### config.mk
export PLATFORM = sky130hd
export DESIGN_NAME = dmem_arbiter
export DESIGN_NICKNAME = d
export VERILOG_FILES = /design/src/rtl/dmem_arb_pkg.sv /design/src/rtl/dmem_arb_picker.sv /design/src/rtl/dmem_arbiter.sv
export SDC_FILE = /design/constraint.sdc
export NUM_CORES = 1
export LEC_CHECK = 0
export ABC_AREA = 1
export CAP_MARGIN = 0
export CELL_PAD_IN_SITES_DETAIL_PLACEMENT = 1
export CELL_PAD_IN_SITES_GLOBAL_PLACEMENT = 2
export CORE_MARGIN = 2
export CORE_UTILIZATION = 10
export CTS_BUF_LIST = sky130_fd_sc_hd__clkbuf_8 sky130_fd_sc_hd__clkbuf_16
export DETAILED_ROUTE_END_ITERATION = 16
export PLACE_DENSITY_LB_ADDON = 0.25
export SETUP_SLACK_MARGIN = 0.05
export SLEW_MARGIN = 40
export SYNTH_ARGS = -nofsm -noshare
export SYNTH_HDL_FRONTEND = slang
export SYNTH_HIERARCHICAL = 1
export SYNTH_SLANG_ARGS = --single-unit
### constraint.sdc
create_clock -name clk -period 1.3 [get_ports clk]
set_input_delay 0.13 -clock clk [delete_from_list [all_inputs] [get_ports clk]]
set_output_delay 0.13 -clock clk [all_outputs]
set_load 0.02 [all_outputs]
### src/rtl/dmem_arb_pkg.sv
// Shared types and width helpers for the data-memory arbiter (dmem_arbiter).
package dmem_arb_pkg;

    typedef enum logic {
        ST_IDLE   = 1'b0,
        ST_LOCKED = 1'b1
    } arb_state_t;

    // Requester-index width; a single requester still needs one bit.
    function automatic int ptr_w(input int num_req);
        return (num_req > 1) ? $clog2(num_req) : 1;
    endfunction

    // Lock counter must be able to hold MAX_LOCK itself.
    function automatic int lcnt_w(input int max_lock);
        return $clog2(max_lock + 1);
    endfunction

endpackage

### src/rtl/dmem_arb_picker.sv
// Combinational winner picker: fixed priority by default, round-robin from a
// start pointer when DMEM_ARB_RR_EN is defined.
module dmem_arb_picker #(
    parameter int NUM_REQ = 2,
    parameter int PTR_W   = 1
) (
    input  logic [NUM_REQ-1:0] req,
`ifdef DMEM_ARB_RR_EN
    input  logic [PTR_W-1:0]   start,
`endif
    output logic [NUM_REQ-1:0] win_oh,
    output logic [PTR_W-1:0]   win_idx,
    output logic               win_any
);

    always_comb begin
        // NOTE: every output gets a default before any branch, so no path leaves a latch.
        win_oh  = '0;
        win_idx = '0;
        win_any = 1'b0;
`ifdef DMEM_ARB_RR_EN
        for (int k = 0; k < NUM_REQ; k++) begin
            if (!win_any && req[(int'(start) + k) % NUM_REQ]) begin
                win_any                                = 1'b1;
                win_idx                                = PTR_W'((int'(start) + k) % NUM_REQ);
                win_oh[(int'(start) + k) % NUM_REQ]    = 1'b1;
            end
        end
`else
        // Scan downwards so the lowest valid index is the last to overwrite.
        for (int i = NUM_REQ - 1; i >= 0; i--) begin
            if (req[i]) begin
                win_oh    = '0;
                win_oh[i] = 1'b1;
                win_idx   = PTR_W'(i);
                win_any   = 1'b1;
            end
        end
`endif
    end

endmodule

### src/rtl/dmem_arbiter.sv
// Single-port data-memory arbiter with locked bursts and 1-cycle read response routing.
// Define DMEM_ARB_RR_EN for round-robin picking; otherwise fixed priority (index 0 highest).
module dmem_arbiter
    import dmem_arb_pkg::*;
#(
    parameter int NUM_REQ  = 2,
    parameter int ADDR_W   = 10,
    parameter int DATA_W   = 32,
    parameter int MAX_LOCK = 16
) (
    input  logic                      clk,
    input  logic                      rst_n,
    input  logic [NUM_REQ-1:0]        req_valid,
    input  logic [NUM_REQ-1:0]        req_we,
    input  logic [NUM_REQ-1:0]        req_lock,
    input  logic [NUM_REQ*ADDR_W-1:0] req_addr,
    input  logic [NUM_REQ*DATA_W-1:0] req_wdata,
    output logic [NUM_REQ-1:0]        req_gnt,
    output logic [NUM_REQ-1:0]        rsp_valid,
    output logic [DATA_W-1:0]         rsp_rdata,
    output logic [ADDR_W-1:0]         mem_address,
    output logic [DATA_W-1:0]         mem_wdata,
    output logic                      mem_read,
    output logic                      mem_write,
    input  logic [DATA_W-1:0]         mem_rdata
);

    localparam int PTR_W  = ptr_w(NUM_REQ);
    localparam int LCNT_W = lcnt_w(MAX_LOCK);

    arb_state_t          state, state_nxt;
    logic [PTR_W-1:0]    owner, owner_nxt;
    logic [LCNT_W-1:0]   lock_cnt, lock_cnt_nxt;
    logic [NUM_REQ-1:0]  eligible;
    logic [NUM_REQ-1:0]  pick_oh;
    logic [PTR_W-1:0]    pick_idx;
    logic                pick_any;
    logic                grant;
    logic                win_we;
    logic                forced_release;

    // While locked, only the owner may compete.
    always_comb begin
        eligible = req_valid;
        if (state == ST_LOCKED) begin
            eligible        = '0;
            eligible[owner] = req_valid[owner];
        end
    end

`ifdef DMEM_ARB_RR_EN
    logic [PTR_W-1:0] rr_ptr, rr_ptr_nxt;

    function automatic logic [PTR_W-1:0] next_idx(input logic [PTR_W-1:0] i);
        return (int'(i) == NUM_REQ - 1) ? '0 : i + 1'b1;
    endfunction
`endif

    dmem_arb_picker #(
        .NUM_REQ (NUM_REQ),
        .PTR_W   (PTR_W)
    ) u_picker (
        .req     (eligible),
`ifdef DMEM_ARB_RR_EN
        .start   (rr_ptr),
`endif
        .win_oh  (pick_oh),
        .win_idx (pick_idx),
        .win_any (pick_any)
    );

    // Reset gates every memory-side strobe so nothing escapes while rst_n is low.
    assign grant          = pick_any & rst_n;
    assign win_we         = req_we[pick_idx];
    assign req_gnt        = grant ? pick_oh : '0;
    assign mem_read       = grant & ~win_we;
    assign mem_write      = grant &  win_we;
    assign mem_address    = grant ? req_addr[int'(pick_idx)*ADDR_W +: ADDR_W]  : '0;
    assign mem_wdata      = grant ? req_wdata[int'(pick_idx)*DATA_W +: DATA_W] : '0;
    assign rsp_rdata      = mem_rdata;
    assign forced_release = (state == ST_LOCKED) && (lock_cnt == LCNT_W'(MAX_LOCK));

    always_comb begin
        state_nxt    = state;
        owner_nxt    = owner;
        lock_cnt_nxt = lock_cnt;
        case (state)
            ST_IDLE: begin
                if (grant && req_lock[pick_idx]) begin
                    state_nxt    = ST_LOCKED;
                    owner_nxt    = pick_idx;
                    lock_cnt_nxt = LCNT_W'(1);
                end
            end
            ST_LOCKED: begin
                lock_cnt_nxt = lock_cnt + 1'b1;
                if (!req_lock[owner] || forced_release) begin
                    state_nxt    = ST_IDLE;
                    lock_cnt_nxt = '0;
                end
            end
        endcase
    end

`ifdef DMEM_ARB_RR_EN
    always_comb begin
        rr_ptr_nxt = rr_ptr;
        if (grant)
            rr_ptr_nxt = next_idx(pick_idx);
        else if (forced_release)
            rr_ptr_nxt = next_idx(owner);
    end

    always_ff @(posedge clk) begin
        if (!rst_n)
            rr_ptr <= '0;
        else
            rr_ptr <= rr_ptr_nxt;
    end
`endif

    always_ff @(posedge clk) begin
        // NOTE: state registers use non-blocking assignment so all flops update from pre-edge values.
        if (!rst_n) begin
            state     <= ST_IDLE;
            owner     <= '0;
            lock_cnt  <= '0;
            rsp_valid <= '0;
        end else begin
            state     <= state_nxt;
            owner     <= owner_nxt;
            lock_cnt  <= lock_cnt_nxt;
            rsp_valid <= req_gnt & ~req_we;
        end
    end

endmodule

; ---- Word level (Yosys, flattened, before mapping)
; Cells that the tools add are included.
[op_classes]
addsub = 1
n_mul = 1
n_div = 0
magnitude_cmp = 3
n_eq_ne = 2
n_shift = 2
n_mux = 25
n_bitwise = 8
reduce_logical = 6
[op_table]
columns = op, n
row1 = 64-bit by 7-bit indexed part select with 32-bit output, 1
row2 = 32-bit two-way mux, 1
row3 = 20-bit by 6-bit indexed part select with 10-bit output, 1
row4 = 1-bit two-way mux, 14
row5 = 10-bit two-way mux, 1
row6 = 5-bit two-way mux, 2
row7 = 5-bit case mux with 2 select lines, 1
row8 = 2-bit two-way mux, 4
row9 = "5-bit by 1-bit adder with 5-bit output, second input constant", 1
row10 = "5-bit equality test, second input constant", 1
row11 = 2-bit AND, 2
row12 = "1-bit by 2-bit less-than comparator with 1-bit output, second input constant", 2
row13 = "1-bit by 3-bit multiplier with 4-bit output, second input constant", 1
row14 = 1-bit AND, 3
row15 = 1-bit logical AND, 3
row16 = "2-bit inequality test, second input constant", 1
row17 = 1-bit inverter, 2
row18 = 2-bit inverter, 1
row19 = 1-bit case mux with 2 select lines, 1
row20 = 2-bit AND reduction, 1
row21 = 1-bit demux with 1-bit select, 1
row22 = "1-bit >= comparator, second input constant", 1
row23 = 1-bit zero test, 1
row24 = 1-bit logical OR, 1
[word_totals]
register_bits = 9
latchBits = 0
ram_bits = 0
mem_bits_ro = 0
inputBits = 124
output_inout_bits = 80
word_cells = 52
memories = 0

; ---- Depth between registers and ports, before layout
; Gate-level depths: netlist (run 1).
[depth]
depth_word = 13
mapped_depth = 12
ltp_nobuf = 11

; ---- By module
; Netlist (run 1), hierarchy kept.
[by_module_without_submodules]
columns = module, instances, cells_per_inst, area_per_inst_um2, seq_area_each_um2
row1 = dmem_arbiter, 1, 257, 1400.1, 180.2
row2 = dmem_arb_picker, 1, 6, 32.5, 0.0

; ---- Worst setup path before layout (run 1)
; OpenSTA, ideal clock, no wires.
[synth_timing]
path_kind = reg2out
startpoint = register state
endpoint = output mem_address[0]
arrival_time_ns = 1.512
t_required_ns = 1.170
setup_slack_ns = -0.342
stages_incl_launch_ff = 8
n_path_buf = 2
path_cell_list = dfxtp_1 a21boi_0 nor2_2 buf_6 inv_4 buf_2 nand2_1 a21oi_1
[synth_between]
word_cells_on_any_way = 8
classes_between = mul: 1 / shift: 1 / mux: 5 / bitwise: 1
[synth_lines]
columns = element, line
row1 = start: declaration, dmem_arbiter.sv:31  ; arb_state_t state, state_nxt;
row2 = start signal: assignment, dmem_arbiter.sv:130  ; state <= state_nxt;
row3 = 2-bit two-way mux, dmem_arbiter.sv:45  ; if (state == ST_LOCKED) begin
row4 = via eligible[0], dmem_arbiter.sv:34  ; logic [NUM_REQ-1:0] eligible;
row5 = 1-bit two-way mux, dmem_arb_picker.sv:32  ; if (req[i]) begin
row6 = via pick_idx, dmem_arbiter.sv:36  ; logic [PTR_W-1:0] pick_idx;
row7 = 1-bit by 3-bit multiplier with 4-bit output, dmem_arbiter.sv:78  ; assign mem_address = grant ? req_addr[int'(pick_idx)*ADDR_W +: ADDR_W] : '0;
row8 = 20-bit by 6-bit indexed part select with 10-bit output, dmem_arbiter.sv:78
row9 = 10-bit two-way mux, dmem_arbiter.sv:78
row10 = end: declaration, dmem_arbiter.sv:21  ; output logic [ADDR_W-1:0] mem_address,
; The timed path passes the listed nets, and every way through them passes these cells.

; ---- Worst setup path in the final report (run 1)
[layout_timing]
startpoint = register owner
endpoint = output mem_read
[layout_between]
elab_chain_cells = 12
word_cells_on_any_way = 17
classes_between = order compare: 2 / mux: 10 / bitwise: 4 / reduce/logical: 1
[layout_rtl]
columns = element, line
row1 = start: declaration, dmem_arbiter.sv:32  ; logic [PTR_W-1:0] owner, owner_nxt;
row2 = start signal: assignment, dmem_arbiter.sv:131  ; owner <= owner_nxt;
row3 = 1-bit by 2-bit less-than comparator with 1-bit output (not written as such) / 1-bit >= comparator (equally long branches), dmem_arbiter.sv:47  ; eligible[owner] = req_valid[owner];
row4 = 1-bit logical AND (not written as such), dmem_arbiter.sv:47
row5 = 1-bit two-way mux (not written as such), dmem_arbiter.sv:47
row6 = 1-bit demux with 1-bit select, dmem_arbiter.sv:47
row7 = 2-bit AND (no line) *, n/a
row8 = 2-bit two-way mux *, dmem_arbiter.sv:45
row9 = via eligible[1], dmem_arbiter.sv:34
row10 = 1-bit two-way mux * (2 in series), dmem_arb_picker.sv:32
row11 = via pick_idx, dmem_arbiter.sv:36
row12 = 1-bit two-way mux (not written as such) * (2 in series), dmem_arbiter.sv:74  ; assign win_we = req_we[pick_idx];
row13 = 1-bit inverter *, dmem_arbiter.sv:76  ; assign mem_read = grant & ~win_we;
row14 = 1-bit AND *, dmem_arbiter.sv:76
row15 = end: declaration, dmem_arbiter.sv:23  ; output logic mem_read,
; The timed path passes the listed nets; every way through them passes the cells marked *. The select of a mux whose other input is x is not followed.

==> results of run 1 <==
[worst register-to-register path, cell delays in order (launching register included)]
cell	delay, ns
dfxtp_2	0.34
inv_2	0.04
a21boi_2	0.12
inv_2	0.06
nor2_4	0.12
buf_12	0.14
inv_8	0.04
buf_12	0.14
buf_6	0.13
nand2_4	0.06
nand2_4	0.06
nand3_4	0.07
nand2_1	0.06
nor2_1	0.08
nor2_1	0.04
[where the power goes]
part           internal, µW  total, µW  switching (µW)
Combinational           630       1210             578
Sequential              288        295            6.94
Clock                   403        545             143
Total                  1320       2050             727
[timing repair]
item                       4_1_cts  5_1_grt
cloned                           1        3
gates resized for setup        264       15
pin swaps                        6        3
setup endpoints to repair       57       55
setup buffers                    2        2
[synthesized netlist by cell type, types with 2 or more instances]
| library cell | n | area, µm² |
|---|---|---|
| nand2_1 | 103 | 386.6 |
| a21oi_1 | 47 | 235.2 |
| buf_4 | 35 | 262.8 |
| inv_1 | 12 | 45.04 |
| nor2_1 | 12 | 45.04 |
| nand3_1 | 11 | 55.05 |
| buf_2 | 9 | 45.04 |
| dfxtp_1 | 9 | 180.2 |
| buf_6 | 3 | 33.78 |
| inv_2 | 3 | 11.26 |
| nand2_2 | 3 | 18.77 |
| nand4_1 | 3 | 18.77 |
| a21boi_0 | 2 | 15.01 |
| ha_1 | 2 | 25.02 |
| nor3_1 | 2 | 10.01 |
[area by class of cell]
cell class,count,area [µm²]
clock buffers,3,75.07
clock inverters,1,3.754
fillers,1660,10460
inverters,16,67.56
multi-input cells,189,1247
flip-flops and latches,9,182.7
well taps,180,225.2
repair buffers,169,1673
[metal layers]
layer	wire length, µm	GRT usage	up-vias
met5	0	0	-
met4	119	0.01989	0
met3	760	0.02656	14
met2	3956	0.1724	95
met1	3334	0.1181	943
li1	-	-	1046
[logic make-up (layout without fill, tap and decap cells)]
group / Yosys count / count (layout)
and+or+nand+nor: 137 / 137
buffers and inverters: 65 / 189
AOI/OAI and AO/OA: 50 / 50
DFF: 9 / 9
adders and majority gates: 2 / 2
[layout by cell type, fill, tap and decap left out]
master,instances
a21boi_1,1
a21boi_2,1
a21oi_1,6
a21oi_2,23
a21oi_4,18
buf_12,4
buf_16,1
buf_2,1
buf_4,53
buf_6,11
buf_8,4
clkbuf_16,5
clkdlybuf4s50_1,91
dfxtp_1,7
dfxtp_2,2
dlygate4sd2_1,2
ha_1,2
inv_1,12
inv_2,4
inv_8,1
nand2_1,94
nand2_2,8
nand2_4,3
nand2_8,1
nand3_1,7
nand3_2,4
nand3_4,1
nand4_1,3
nor2_1,8
nor2_2,1
nor2_4,4
nor3_1,1
nor3_2,1
o21ai_2,1
or2_1,1
[how the worst min path moves through the flow]
stage                  start            end  cells after the start
2_1_floorplan      req_we[0]   rsp_valid[0]                      1
3_3_place_gp    mem_rdata[0]   rsp_rdata[0]                      0
3_5_place_dp    mem_rdata[0]   rsp_rdata[0]                      0
4_1_cts         mem_rdata[0]   rsp_rdata[0]                      0
5_1_grt        mem_rdata[14]  rsp_rdata[14]                      0
6_report        mem_rdata[6]   rsp_rdata[6]                      0
[metrics by stage]
step / worst slack (ns) / instances / util
after floorplan: -0.1892 / 263 / -
after global routing: -0.6196 / 567 / 0.2493
after detailed placement: -1.002 / 555 / 0.2316
after CTS: -0.5464 / 562 / 0.2398
after global placement: -1.027 / 555 / 0.2316
final: -0.5013 / 567 / 0.2493
[registers in the layout, indices dropped and copies added (netlist names)]
| signal | flops |
|---|---|
| state | 1 |
| lock_cnt | 5 |
| owner | 1 |
| rsp_valid | 2 |
==> flow_summary.json, run 1 <==
{
  "nets": 514,
  "power.density_nw_per_um2": 589.6,
  "routabilityCongestion": 0.6607,
  "yosys.area_share.simple": 0.3886,
  "synthXorXnorAreaFrac": 0,
  "required_ns": 1.17,
  "vdd_drop_max_mv": 0.3776,
  "outcome": "finished, violations left",
  "start_util": 0.1028,
  "drtPass1Iterations": 4,
  "synth_compound_area_frac": 0.1808,
  "cts_tree": "yes",
  "synth_cell_types": 22,
  "avgSynthCellArea_um2": 5.447,
  "cts_buffer_depth": 2,
  "path_depth": 11,
  "p_leak_uw": 0.001417,
  "fp-row-count": 43,
  "path_common_cell": "inv_2",
  "rr_worst_depth": 14,
  "ioPinCount": 204,
  "dr_total_vias": 2098,
  "finalSetupTns_ns": -22.91,
  "hold_viol": 0,
  "path_cells": "inv_2, a21boi_2, inv_2, nor2_4, buf_12, inv_8, or2_1, o21ai_2, inv_2, nor2_4, buf_6",
  "antenna_cells": 0,
  "critical_path_class": "reg -> out",
  "fin_ws_ns": -0.5013,
  "min_path_type": "in -> out",
  "netlist_area_um2": 1433,
  "r2r_end": "lock_cnt[0]",
  "crit_path_end": "mem_read",
  "dp_hpwl_um": 6396,
  "finish.instance_area_um2": 3475,
  "via_per_inst": 3.700,
  "grt_overflow_total": 0,
  "rsz0062_at_grt": "true",
  "yosysSeqAreaShare": 0.1258,
  "cts.clk_slew.worst_paths_ns": 0.04,
  "start_kind": "flop",
  "placed_cell_area_um2": 3227,
  "drc": 0,
  "clk_latency_ns": 0.24,
  "tightestPinTransition_ns": 0.3258,
  "async_flop_share": 0,
  "syn_to_final_growth_pct": 142.5,
  "port_buffers": 139,
  "cts_buffers": 3,
  "postRouteAntennaNets": 0,
  "setup.worst_path.end_class": "output pin",
  "drv_slew": 0,
  "clock-sinks": 9,
  "slowest_stage": "dfxtp_2",
  "antenna_found_initial": 0,
  "ys_warn_count": 6,
  "cp.arrival_ns": 1.67,
  "fp.dieH_um": 123.7,
  "max_slew_margin": 0.7825,
  "critPathMaxStageDelay_ns": 0.34,
  "finClkSkew_ns": 0.003031,
  "synthCells": 263,
  "cts-root-buf": "clkbuf_16",
  "fin_crit_ns": 1.801,
  "r2r_setup_slack_ns": -0.35,
  "design.core.area_um2": 13930,
  "power.total_uw": 2048,
  "crit_fanout": 6,
  "setup_violations": 55,
  "die_w_um": 123.7,
  "post_drt_wl_per_cell_um": 14.41,
  "die_area_um2": 15300,
  "grt_usage": 0.09754,
  "fmax_ghz": 0.5552,
  "drive_gt1_frac": 0.3928,
  "synth_edf_count": 0,
  "synth_mux_area_frac": 0,
  "h-tree-depth": 1,
  "syn_nets": 389,
  "min_period_over_period": 1.386,
  "critical_path.n_buffers_inverters": 6,
  "reg2reg_from": "owner",
  "dr.first_iter.drc_count": 31,
  "grt_pass1_wl_um": 11590,
  "grt_pass1_vias": 2109,
  "synth_fa_ha_area_frac": 0.01747,
  "drv_cap": 0,
  "synth_top_family_by_area": "simple AND/OR/NAND/NOR gates",
  "cpLargestDelayFamily": "buffers and inverters",
  "holdWs_ns": 0.2600,
  "hold_buffers": 0,
  "grt_max_degree": 28,
  "drt_wl_total_um": 8170,
  "ys_ff_latch": 9,
  "violations": "negative setup slack",
  "cp-startpoint": "owner",
  "synth_ff_type": "dfxtp_1"
}
Note: power is estimated with default switching activity, not from simulation.
==> run 2, diff against run 1 <==
--- a/config.mk
+++ b/config.mk
@@ -6,6 +6,7 @@
 export NUM_CORES = 1
 export LEC_CHECK = 0
 export ABC_AREA = 1
+export ABC_CLOCK_PERIOD_IN_PS = 1300
 export CAP_MARGIN = 0
 export CELL_PAD_IN_SITES_DETAIL_PLACEMENT = 1
 export CELL_PAD_IN_SITES_GLOBAL_PLACEMENT = 2
==> results of run 2 <==
Same layout as run 1: the final DEF is identical, and so are final timing and power.
==> run 3, diff against run 2 <==
--- a/config.mk
+++ b/config.mk
@@ -15,7 +15,7 @@
 export CTS_BUF_LIST = sky130_fd_sc_hd__clkbuf_8 sky130_fd_sc_hd__clkbuf_16
 export DETAILED_ROUTE_END_ITERATION = 16
 export PLACE_DENSITY_LB_ADDON = 0.25
-export SETUP_SLACK_MARGIN = 0.05
+export SETUP_SLACK_MARGIN = 0.02
 export SLEW_MARGIN = 40
 export SYNTH_ARGS = -nofsm -noshare
 export SYNTH_HDL_FRONTEND = slang
==> run 3 against run 2 <==
  * Design area grew 10%
  * Clock power is essentially flat
  * Critical path depth shrank 1
  * The flow still finishes with violations (negative setup slack)
  * Final cell count grew 1.2%
  * Worst hold slack is the same
  * Worst setup slack lost 0.015 ns
  * Via count grew 1.5%
  * Highest routed layer unchanged
==> flow_summary.json, run 3 (synthesis gave the netlist of run 1 again) <==
{
  "outcome": "finished, violations left",
  "violations": "negative setup slack",
  "dp_hpwl_um": 6215,
  "r2r_setup_slack_ns": -0.39,
  "syn_to_final_growth_pct": 166.9,
  "ioPinCount": 204,
  "p_leak_uw": 0.001570,
  "fin_crit_ns": 1.816,
  "crit_fanout": 3,
  "drt_wl_total_um": 8380,
  "cp.arrival_ns": 1.69,
  "antenna_cells": 0,
  "finClkSkew_ns": 0.006256,
  "power.total_uw": 2203,
  "min_period_over_period": 1.397,
  "min_from": "mem_rdata[19]",
  "via_per_inst": 3.711,
  "nFillCells": 1634,
  "fp.dieH_um": 123.7,
  "cts-root-buf": "clkbuf_16",
  "post_drt_wl_per_cell_um": 14.60,
  "slowest_stage": "dfxtp_2",
  "die_area_um2": 15300,
  "cts.clk_slew.worst_paths_ns": 0.04,
  "critPathMaxStageDelay_ns": 0.34,
  "path_common_cell": "inv_2",
  "grt_usage": 0.09391,
  "max_slew_margin": 0.7981,
  "setup.worst_path.end_class": "output pin",
  "drive_gt1_frac": 0.4569,
  "drc": 0,
  "drv_cap": 0,
  "critical_path.n_buffers_inverters": 5,
  "grt_max_degree": 28,
  "setup_violations": 54,
  "r2r_end": "owner",
  "clock-sinks": 9,
  "largest_reg_flops": 5,
  "routabilityCongestion": 0.6718,
  "start_kind": "flop",
  "power.density_nw_per_um2": 576.2,
  "cts_buffer_depth": 2,
  "cpLargestDelayFamily": "simple AND/OR/NAND/NOR gates",
  "dr.first_iter.drc_count": 40,
  "postRouteAntennaNets": 0,
  "required_ns": 1.17,
  "regMostFlops": "lock_cnt",
  "cts_buffers": 3,
  "design.core.area_um2": 13930,
  "port_buffers": 139,
  "grt_pass1_wl_um": 11410,
  "finish.instance_area_um2": 3824,
  "seq_area_um2": 182.7,
  "die_w_um": 123.7,
  "reg2reg_from": "owner",
  "rr_worst_depth": 13,
  "fin_ws_ns": -0.5159,
  "vdd_drop_max_mv": 0.5264,
  "grt_overflow_total": 0,
  "min_path_type": "in -> out",
  "fp-row-count": 43,
  "drv_slew": 0,
  "dr_total_vias": 2130,
  "placed_cell_area_um2": 3289,
  "hold_viol": 0,
  "path_cells": "inv_2, a21boi_2, inv_2, nor2_4, inv_4, or2_1, o21ai_2, buf_4, nor2_2, buf_6",
  "start_util": 0.1028,
  "multiInputGateArea_um2": 1388,
  "mostFrequentLayoutCells": "clkdlybuf4s50_1, nand2_1, buf_4",
  "cts_tree": "yes",
  "critical_path_class": "reg -> out",
  "rsz0062_at_grt": "true",
  "drtPass1Iterations": 3,
  "nets": 521,
  "hold_depth": 0,
  "fmax_ghz": 0.5507,
  "h-tree-depth": 1,
  "top_regs": "lock_cnt (5), rsp_valid (2)",
  "hold_buffers": 0,
  "clk_latency_ns": 0.23,
  "grt_pass1_vias": 2213,
  "antenna_found_initial": 0,
  "hold_end": "rsp_rdata[19]",
  "tightestPinTransition_ns": 0.3026,
  "final_common_cell": "clkdlybuf4s50_1"
}
==> run 3: metrics by stage <==
stage,worst slack (ns),hold slack (ns),instances,setup TNS (ns),utilization
after CTS,-0.5599,0.2601,562,-22.77,0.2410
after floorplan,-0.1892,0.2093,263,-7.188,-
after detailed placement,-0.9852,0.2601,555,-47.45,0.2361
after global placement,-0.9999,0.2601,555,-47.81,0.2361
after global routing,-0.6319,0.2600,574,-28.79,0.2744
final,-0.5159,0.2600,574,-22.69,0.2744
==> run 3: metal layers <==
layer	routed length [µm]	vias to the layer above	global-route usage
met5	0	-	0
met4	25	0	0.01420
met3	557	10	0.01419
met2	4300	73	0.1731
met1	3497	987	0.1168
li1	-	1060	-
==> run 3: cell type report <==
cell class                      instances  share of cell area
Timing Repair Buffer                  176              0.4935
Clock inverter                          1           0.0009817
Inverter                               16             0.01636
Multi-Input combinational cell        189              0.3629
Clock buffer                            3             0.01963
Tap cell                              180             0.05890
Sequential cell                         9             0.04777
==> run 3: worst register-to-register path, delay by kind of cell, from the launching register on <==
kind | cells | cell delay [ns]
AOI/OAI and AO/OA | 1 | 0.12
and+or+nand+nor | 7 | 0.60
DFF | 1 | 0.34
buffers and inverters | 5 | 0.56
==> run 3: worst max path at each step <==
stage | slack, ns | end | start | cells past startpoint
detailed placement | -0.99 | mem_address[1] | req_valid[0] | 9
finish | -0.52 | mem_write | owner | 10
floorplan | -0.19 | mem_read | owner | 10
global route | -0.63 | mem_write | owner | 10
CTS | -0.56 | mem_write | state | 9
global placement | -1.0 | mem_write | req_valid[1] | 9
==> run 3: power breakdown <==
part / internal [µW] / switching [µW] / leakage, µW / total, µW
logic: 726 / 637 / 0.00145 / 1360
registers: 288 / 7.25 / 0.0000739 / 295
clock network: 403 / 142 / 0.0000423 / 545
total: 1420 / 787 / 0.00157 / 2200
==> run 3: timing repair <==
item	CTS	global route
cloned	1	4
buffers inserted	2	8
pin swaps	5	23
endpoints found under the setup margin	57	55
gates resized for setup	250	66
